--- config.mk ---
export PLATFORM = sky130hd
export DESIGN_NAME = bus_watchdog_flat
export DESIGN_NICKNAME = d
export VERILOG_FILES = /design/src/rtl/bus_watchdog_if.sv /design/src/rtl/bus_watchdog.sv /design/src/flat_wrapper.sv
export SDC_FILE = /design/constraint.sdc
export NUM_CORES = 1
export LEC_CHECK = 0
export CORE_ASPECT_RATIO = 0.5
export CORE_MARGIN = 1.5
export CORE_UTILIZATION = 41
export DETAILED_ROUTE_END_ITERATION = 7
export HOLD_SLACK_MARGIN = 0.06
export PLACE_DENSITY = 0.76
export SYNTH_ARGS = -nofsm -noshare
export SYNTH_HDL_FRONTEND = slang
export SYNTH_SLANG_ARGS = --single-unit
--- constraint.sdc ---
create_clock -name clk -period 3.3 [get_ports clk]
set_clock_uncertainty 0.1 [all_clocks]
set_input_delay 0.33 -clock clk [delete_from_list [all_inputs] [get_ports clk]]
set_output_delay 0.33 -clock clk [all_outputs]
set_load 0.02 [all_outputs]
--- src/rtl/bus_watchdog_if.sv ---
// rtl/bus_watchdog_if.sv - CPU, interconnect and CSR signal bundle for bus_watchdog
interface bus_watchdog_if;
  logic        cpuRead;
  logic        cpuWrite;
  logic [31:0] cpuAddress;
  logic        cpuWaitRequest;
  logic        cpuReadValid;
  logic [31:0] cpuDataIn;
  logic        slvRead;
  logic        slvWrite;
  logic        slvWaitRequest;
  logic        slvReadValid;
  logic [31:0] slvDataIn;
  logic        csrRead;
  logic        csrWrite;
  logic [1:0]  csrAddress;
  logic [31:0] csrDataIn;
  logic        csrReadValid;
  logic [31:0] csrDataOut;
  logic        irq;

  modport slave (
    input  cpuRead, cpuWrite, cpuAddress, slvWaitRequest, slvReadValid, slvDataIn,
           csrRead, csrWrite, csrAddress, csrDataIn,
    output cpuWaitRequest, cpuReadValid, cpuDataIn, slvRead, slvWrite,
           csrReadValid, csrDataOut, irq
  );

  modport master (
    output cpuRead, cpuWrite, cpuAddress, slvWaitRequest, slvReadValid, slvDataIn,
           csrRead, csrWrite, csrAddress, csrDataIn,
    input  cpuWaitRequest, cpuReadValid, cpuDataIn, slvRead, slvWrite,
           csrReadValid, csrDataOut, irq
  );
endinterface

--- src/rtl/bus_watchdog.sv ---
// rtl/bus_watchdog.sv - bus timeout watchdog: drops stuck requests, injects fault data on lost reads
module bus_watchdog #(
  parameter int unsigned TIMEOUT_DEFAULT = 1024,
  parameter logic [31:0] FAULT_DATA      = 32'hDEADBEEF
) (
  input logic           clk,
  input logic           reset,
  bus_watchdog_if.slave bus
);

  typedef enum logic [2:0] {IDLE, STALL, PENDING, DROP, INJECT} stateT;

  localparam logic [15:0] LIMIT_RESET = 16'(TIMEOUT_DEFAULT);

  stateT       state;
  logic [15:0] counter;
  logic [15:0] counterNext;
  logic [15:0] limit;
  logic        isRead;
  logic [3:0]  status;
  logic [3:0]  statusNext;
  logic [31:0] faultAddr;
  logic [31:0] csrMux;
  logic        timeout;
  logic        faultEvent;
  logic        lateResp;
  logic        unusedCsrBits;

  // Timeout fires on the cycle that would complete `limit` cycles in STALL/PENDING.
  assign counterNext = counter + 16'd1;
  assign timeout     = counterNext >= limit;
  assign faultEvent  = timeout && ((state == STALL && bus.slvWaitRequest) ||
                                   (state == PENDING && !bus.slvReadValid));
  assign lateResp    = bus.slvReadValid && (state != PENDING);
  assign unusedCsrBits = ^bus.csrDataIn[31:16];

  always_ff @(posedge clk or negedge reset) begin
    if (!reset) begin
      state   <= IDLE;
      counter <= 16'd0;
      isRead  <= 1'b0;
    end else begin
      case (state)
        IDLE: begin
          if (bus.cpuRead || bus.cpuWrite) begin
            isRead  <= bus.cpuRead;
            counter <= 16'd0;
            if (bus.slvWaitRequest) state <= STALL;
            else if (bus.cpuRead)   state <= PENDING;
          end
        end
        STALL: begin
          counter <= counterNext;
          if (!bus.slvWaitRequest) begin
            if (isRead) begin
              state   <= PENDING;
              counter <= 16'd0;
            end else begin
              state <= IDLE;
            end
          end else if (timeout) begin
            state <= DROP;
          end
        end
        PENDING: begin
          counter <= counterNext;
          if (bus.slvReadValid) state <= IDLE;
          else if (timeout)     state <= INJECT;
        end
        DROP:    state <= isRead ? INJECT : IDLE;
        INJECT:  state <= IDLE;
        default: state <= IDLE;
      endcase
    end
  end

  // Clear first, then apply new events so a same-cycle fault survives a W1C.
  always_comb begin
    statusNext = status;
    if (bus.csrWrite && bus.csrAddress == 2'd0)
      statusNext = status & ~bus.csrDataIn[3:0];
    if (faultEvent) begin
      statusNext[0] = 1'b1;
      statusNext[1] = status[0];
      statusNext[2] = isRead;
    end
    if (lateResp)
      statusNext[3] = 1'b1;
  end

  always_comb begin
    csrMux = 32'd0;
    case (bus.csrAddress)
      2'd0:    csrMux = {28'd0, status};
      2'd1:    csrMux = faultAddr;
      2'd2:    csrMux = {16'd0, limit};
      default: csrMux = 32'd0;
    endcase
  end

  always_ff @(posedge clk or negedge reset) begin
    if (!reset) begin
      status           <= 4'd0;
      faultAddr        <= 32'd0;
      limit            <= LIMIT_RESET;
      bus.csrReadValid <= 1'b0;
      bus.csrDataOut   <= 32'd0;
    end else begin
      status           <= statusNext;
      bus.csrReadValid <= bus.csrRead;
      bus.csrDataOut   <= bus.csrRead ? csrMux : 32'd0;
      if (faultEvent)
        faultAddr <= bus.cpuAddress;
      if (bus.csrWrite && bus.csrAddress == 2'd2)
        limit <= (bus.csrDataIn[15:0] == 16'd0) ? 16'd1 : bus.csrDataIn[15:0];
    end
  end

  always_comb begin
    bus.slvRead        = 1'b0;
    bus.slvWrite       = 1'b0;
    bus.cpuWaitRequest = 1'b0;
    bus.cpuReadValid   = 1'b0;
    bus.cpuDataIn      = 32'd0;
    case (state)
      IDLE, STALL: begin
        bus.slvRead        = bus.cpuRead;
        bus.slvWrite       = bus.cpuWrite;
        bus.cpuWaitRequest = bus.slvWaitRequest;
      end
      PENDING: begin
        bus.cpuWaitRequest = 1'b1;
        bus.cpuReadValid   = bus.slvReadValid;
        bus.cpuDataIn      = bus.slvReadValid ? bus.slvDataIn : 32'd0;
      end
      INJECT: begin
        bus.cpuWaitRequest = 1'b1;
        bus.cpuReadValid   = 1'b1;
        bus.cpuDataIn      = FAULT_DATA;
      end
      default: ;
    endcase
  end

  assign bus.irq = status[0];

endmodule

--- src/flat_wrapper.sv ---
// flat-port wrapper written by rule: the top's interface ports become plain ports
module bus_watchdog_flat 
#(
  parameter int unsigned TIMEOUT_DEFAULT = 1024,
  parameter logic [31:0] FAULT_DATA      = 32'hDEADBEEF
)
  (clk, reset, bus_cpuRead, bus_cpuWrite, bus_cpuAddress, bus_slvWaitRequest, bus_slvReadValid, bus_slvDataIn, bus_csrRead, bus_csrWrite, bus_csrAddress, bus_csrDataIn, bus_cpuWaitRequest, bus_cpuReadValid, bus_cpuDataIn, bus_slvRead, bus_slvWrite, bus_csrReadValid, bus_csrDataOut, bus_irq);
  bus_watchdog_if bus_i ();
  input logic clk;
  input logic reset;
  input wire logic [$bits(bus_i.cpuRead)-1:0] bus_cpuRead;
  input wire logic [$bits(bus_i.cpuWrite)-1:0] bus_cpuWrite;
  input wire logic [$bits(bus_i.cpuAddress)-1:0] bus_cpuAddress;
  input wire logic [$bits(bus_i.slvWaitRequest)-1:0] bus_slvWaitRequest;
  input wire logic [$bits(bus_i.slvReadValid)-1:0] bus_slvReadValid;
  input wire logic [$bits(bus_i.slvDataIn)-1:0] bus_slvDataIn;
  input wire logic [$bits(bus_i.csrRead)-1:0] bus_csrRead;
  input wire logic [$bits(bus_i.csrWrite)-1:0] bus_csrWrite;
  input wire logic [$bits(bus_i.csrAddress)-1:0] bus_csrAddress;
  input wire logic [$bits(bus_i.csrDataIn)-1:0] bus_csrDataIn;
  output wire logic [$bits(bus_i.cpuWaitRequest)-1:0] bus_cpuWaitRequest;
  output wire logic [$bits(bus_i.cpuReadValid)-1:0] bus_cpuReadValid;
  output wire logic [$bits(bus_i.cpuDataIn)-1:0] bus_cpuDataIn;
  output wire logic [$bits(bus_i.slvRead)-1:0] bus_slvRead;
  output wire logic [$bits(bus_i.slvWrite)-1:0] bus_slvWrite;
  output wire logic [$bits(bus_i.csrReadValid)-1:0] bus_csrReadValid;
  output wire logic [$bits(bus_i.csrDataOut)-1:0] bus_csrDataOut;
  output wire logic [$bits(bus_i.irq)-1:0] bus_irq;
  assign bus_i.cpuRead = bus_cpuRead;
  assign bus_i.cpuWrite = bus_cpuWrite;
  assign bus_i.cpuAddress = bus_cpuAddress;
  assign bus_i.slvWaitRequest = bus_slvWaitRequest;
  assign bus_i.slvReadValid = bus_slvReadValid;
  assign bus_i.slvDataIn = bus_slvDataIn;
  assign bus_i.csrRead = bus_csrRead;
  assign bus_i.csrWrite = bus_csrWrite;
  assign bus_i.csrAddress = bus_csrAddress;
  assign bus_i.csrDataIn = bus_csrDataIn;
  assign bus_cpuWaitRequest = bus_i.cpuWaitRequest;
  assign bus_cpuReadValid = bus_i.cpuReadValid;
  assign bus_cpuDataIn = bus_i.cpuDataIn;
  assign bus_slvRead = bus_i.slvRead;
  assign bus_slvWrite = bus_i.slvWrite;
  assign bus_csrReadValid = bus_i.csrReadValid;
  assign bus_csrDataOut = bus_i.csrDataOut;
  assign bus_irq = bus_i.irq;
  bus_watchdog #(.TIMEOUT_DEFAULT(TIMEOUT_DEFAULT), .FAULT_DATA(FAULT_DATA)) u_core (.clk(clk), .reset(reset), .bus(bus_i));
endmodule
* Word level (Yosys, flattened, before mapping)
Index checks and enable logic that the tools add are counted.
** Storage, ports and cells
- Output and inout port bits :: 70
- Register bits :: 105
- Bits of input ports :: 106
** Operators by class
- Multiplexer cells :: 26
- Reduce and logical (&&, ||, !) cells :: 20
- Add/subtract/negate cells :: 1
- Eq/ne operators :: 11
- Magnitude comparators :: 1
- Bitwise logic cells :: 2
** Operators with widths (count)
- $pmux 32 s3 :: 1
- $mux 16 :: 4
- $mux 32 :: 2
- $pmux 32 s2 :: 1
- $pmux 16 s3 :: 1
- $mux 3 :: 9
- $add 16x1->16 const B :: 1
- $ge 16x16->1 :: 1
- $logic_not 16->1 :: 1
- $pmux 3 s4 :: 1
- $ne 3x2->1 const B :: 3
- $eq 3x2->1 const B :: 2
- $logic_and 1x1->1 :: 6
- $and 4x4->4 :: 1
- $mux 4 :: 1
- $not 4->4 :: 1
- $pmux 1 s2 :: 2
- $reduce_and 2->1 :: 2
- $reduce_and 4->1 :: 1
- $reduce_bool 2->1 :: 2
- $reduce_or 2->1 :: 2
- $eq 3x1->1 const B :: 1
- $eq 3x3->1 const B :: 1
- $logic_not 3->1 :: 1
- other kinds (10) :: 13

* Depth between registers and ports, before layout
- Depth in word-level cells :: 5
- Depth in mapped cells :: 14

* Least setup slack after synthesis
Ideal clock, no wire load.
- Path type :: reg2reg
- From :: register u_core.counter[0]
- To :: register u_core.faultAddr[10]
- Period minus slack after synthesis :: 3.170 ns
- Data required time :: 3.075 ns
- Cell stages (with the launch flop) :: 14
- Library setup time :: 0.125 ns
- Slack :: 0.130 ns
- Buffers on the path :: 1
- Data arrival time :: 2.945 ns
- Cell sequence :: dfrtp_1 ha_1 inv_1 nor3_1 nand3_1 xnor2_1 ha_1 nand4_1 nor3_2 nand4_1 o211ai_2 nand2_4 buf_6 mux2_4
** On the way
- Word-level cells in the longest chain between the ends :: 3
** Ends and longest elaborated chain
- start: declaration :: RTL line bus_watchdog.sv:16 : logic [15:0] counter;
- start signal: assignment :: RTL line bus_watchdog.sv:53 : counter <= counterNext;
- start signal: assignment :: RTL line bus_watchdog.sv:66 : counter <= counterNext;
- $add 16x1->16 :: RTL line bus_watchdog.sv:30 : assign counterNext = counter + 16'd1;
- $ge 16x16->1 :: RTL line bus_watchdog.sv:31 : assign timeout = counterNext >= limit;
- $logic_and 1x1->1 :: RTL line bus_watchdog.sv:32 : assign faultEvent = timeout && ((state == STALL && bus.slvWaitRequest) ||
- end signal: assignment :: RTL line bus_watchdog.sv:113 : faultAddr <= bus.cpuAddress;
- end: declaration :: RTL line bus_watchdog.sv:22 : logic [31:0] faultAddr;
Every way passes these cells.
A chain may end at the register's enable or synchronous reset.

* Worst setup path in the final report
- From :: register u_core.counter[5]
- To :: register u_core.faultAddr[1]
The elaborated chain is that of the path after synthesis.

==> run summary <==
all-layer global routing usage: 18.92%
CTS root buffer: clkbuf_16
synthesized area: 5125 µm²
Yosys cell types: 44
Synth Instances: 438
dpl hpwl: 8964 µm
MaxCap Viol Count: 0
WL/cell: 15.50 µm
Remaining DRCs: 0
Buf/Inv on CP: 2
CTS clk-pin slew, worst paths: 70 ps
Non-Filler Instances: 783
largest cells by area after synthesis: dfrtp_1 (51%), mux2_4 (8.2%), mux2_2 (4.4%)
core area: 11980 µm²
final hold violation count: 0
Antenna Nets Post-Route: 0
global route total overflow: 0
Sink Count: 105
vias per cell: 4.973
CTS tree: yes
via count: 3894
Final setup viols: 0
relative slew slack: 56.19%
Syn Nets: 561
H-tree depth: 3
Slew @ Worst Pin: 655.6 ps
cells along the critical path: nand4_1 > buf_4 > nor3_2 > and3_4 > xor2_1 > ha_1 > o21ai_0 > nor2_1 > a211oi_2 > o211ai_2 > nand2_4 > buf_12 > mux2_2
Placed Cells: 762
Syn-to-layout area delta: 43.85%
Core Rows: 28
Inserted Clock Buffers: 9
nets: 737
Yosys warning total: 0
CP Data Required Time: 3430 ps
Critical Path Slowest Stage Cell: dfrtp_1
Tot Pwr: 4.052 mW
Die H: 82.06 µm
Post-synth top cells: dfrtp_1 (104), and2_1 (32), nand2_1 (31), a21o_1 (28), mux2_4 (28)
crit path kind: flip-flop to flip-flop
PD cells: 549.6 nW/µm²
final slew viol count: 0
critical path arrival: 3270 ps
FILL cells: 945
post-route setup TNS: 0 ps
met3 Use GR: 4.495%
worst hold path type: input port to asynchronous set/reset pin
outcome: finished clean
syn_area_per_cell: 11.70 µm²
maximum clock path buffer count: 2
multi-input logic area: 2351 µm²
Synth top area share: 50.78%
Static Leak: 3.660 nW
CP Capture Type: flip-flop
Min Hold Slack: 376.0 ps
RSZ-0062 raised after global routing: yes
crit-path max cell delay: 400 ps
cell taking the most area after synthesis: dfrtp_1
grt peak-use layer: met2
# port buffers: 159
initial antenna violation count: 0
M1 GR Usage: 24.11%
later-pin clock latency in the skew report: 350 ps
Final min period: 3139 ps
maximum vdd ir drop: 0.3709 mV
first-pass GRT wire length: 19300 µm
die width: 161.1 µm
Seq/Total Area, Yosys: 51.29%
1st-iter DRT viols: 219
sequential standard cell area: 2631 µm²
top cell family by delay on the critical path: simple AND/OR/NAND/NOR gates
Final GP Congestion: 0.7979
Final period util: 95.13%
largest net degree at the start of global routing: 42
# diodes: 0
vias in the first global route: 3927
Post-synth EDFFs: 0
count leader, synth: dfrtp_1
Primary FF master, synth: dfrtp_1
Critical Path Fanout Max: 9
I/O pin cnt: 176
ys async rst share: 100.0%
initial core utilization: 42.77%
met2 GRT Util: 32.54%
share of layout cells above drive strength 1: 17.64%
DRT Pass-1 Iters: 4
Die ar.: 13220 µm²
Max Freq: 318.6 MHz
Worst setup SP type: flip-flop
Routed Wire Length: 12140 µm
Synth Register Bits: 105
-- through the flow --
step | area [µm²] | setup slack [ps] | util, %
2_1_floorplan | 5125 | 130.1 | -
3_3_place_gp | 7024 | 105.6 | 58.63
3_5_place_dp | 7024 | 35.90 | 58.63
4_1_cts | 7310 | 25.43 | 61.01
5_1_grt | 7372 | -88.60 | 61.53
6_report | 7372 | 160.8 | 61.53
-- cell usage in the layout (no fill, tap or decap), types with 17 or more instances in the layout --
master           instances
inv_1                   19
clkdlybuf4s50_1        158
mux2_4                  28
and2_1                  32
a22o_1                  20
ha_1                    17
buf_4                   22
mux2_2                  20
o21ai_0                 19
nand2_1                 31
dfrtp_1                102
a21o_1                  28
-- per-layer routing --
metal | up-vias | wire length (µm) | part of all wire (%)
met2 | 109 | 5836 | 48
met4 | 0 | 158 | 1.3
met1 | 1889 | 5596 | 46
li1 | 1883 | - | -
met5 | - | 0 | 0
met3 | 13 | 549 | 4.5
-- kinds of logic after synthesis --
logic type,synth area share (%)
and+or+nand+nor,12.08
xor gates and xnor gates,2.393
buffers and inverters,3.516
DFF,51.29
AOI/OAI and AO/OA,12.79
muxes,13.77
adders and majority gates,4.150
-- final cells by class --
| type | count | share of cell area, % |
|---|---|---|
| timing repair buffer | 185 | 24.92 |
| sequential | 105 | 35.69 |
| inverter | 19 | 0.9674 |
| clock inverter | 6 | 0.6789 |
| multi-input combinational | 294 | 31.89 |
| tap | 165 | 2.800 |
| clock buffer | 9 | 3.055 |
-- sequential cells by signal, summed over array words and instances, names as in the netlist --
register and count:
u_core.bus.csrDataOut 32, u_core.faultAddr 32, u_core.counter 16, u_core.limit 16, u_core.status 4, u_core.state 3
u_core.bus.csrReadValid 1, u_core.isRead 1
-- worst reg2reg max path: stages (launching register included) --
cell and delay (ps):
dfrtp_1 400, nand4_1 160, buf_4 180, nor3_2 210, and3_4 240, xor2_1 150
ha_1 260, o21ai_0 170, nor2_1 80, a211oi_2 230, o211ai_2 150, nand2_4 200
buf_12 170, mux2_2 330
-- final timing paths --
kind	cells past startpoint	to	from	slack [ps]
max in group asynchronous	3	u_core.limit[12]	reset	1910
min in group clk	1	u_core.bus.csrDataOut[28]	u_core.faultAddr[28]	380
max	13	u_core.faultAddr[1]	u_core.counter[5]	160
max reg2reg	13	u_core.faultAddr[1]	u_core.counter[5]	160
min reg2reg	1	u_core.bus.csrDataOut[28]	u_core.faultAddr[28]	380
min	2	u_core.counter[14]	reset	380
-- what timing repair did --
item / 4_1_cts / 5_1_grt
hold buffers: 1 / 0
endpoints found under the hold margin: 27 / 0
endpoints found under the setup margin: 0 / 33
resized for setup: 0 / 7
setup buffers: 0 / 5
-- power breakdown --
part | switching (mW) | internal, mW
registers | 0.142 | 1.45
clock network | 0.483 | 0.518
logic | 0.717 | 0.745
Note: power is estimated with default switching activity, not from simulation.
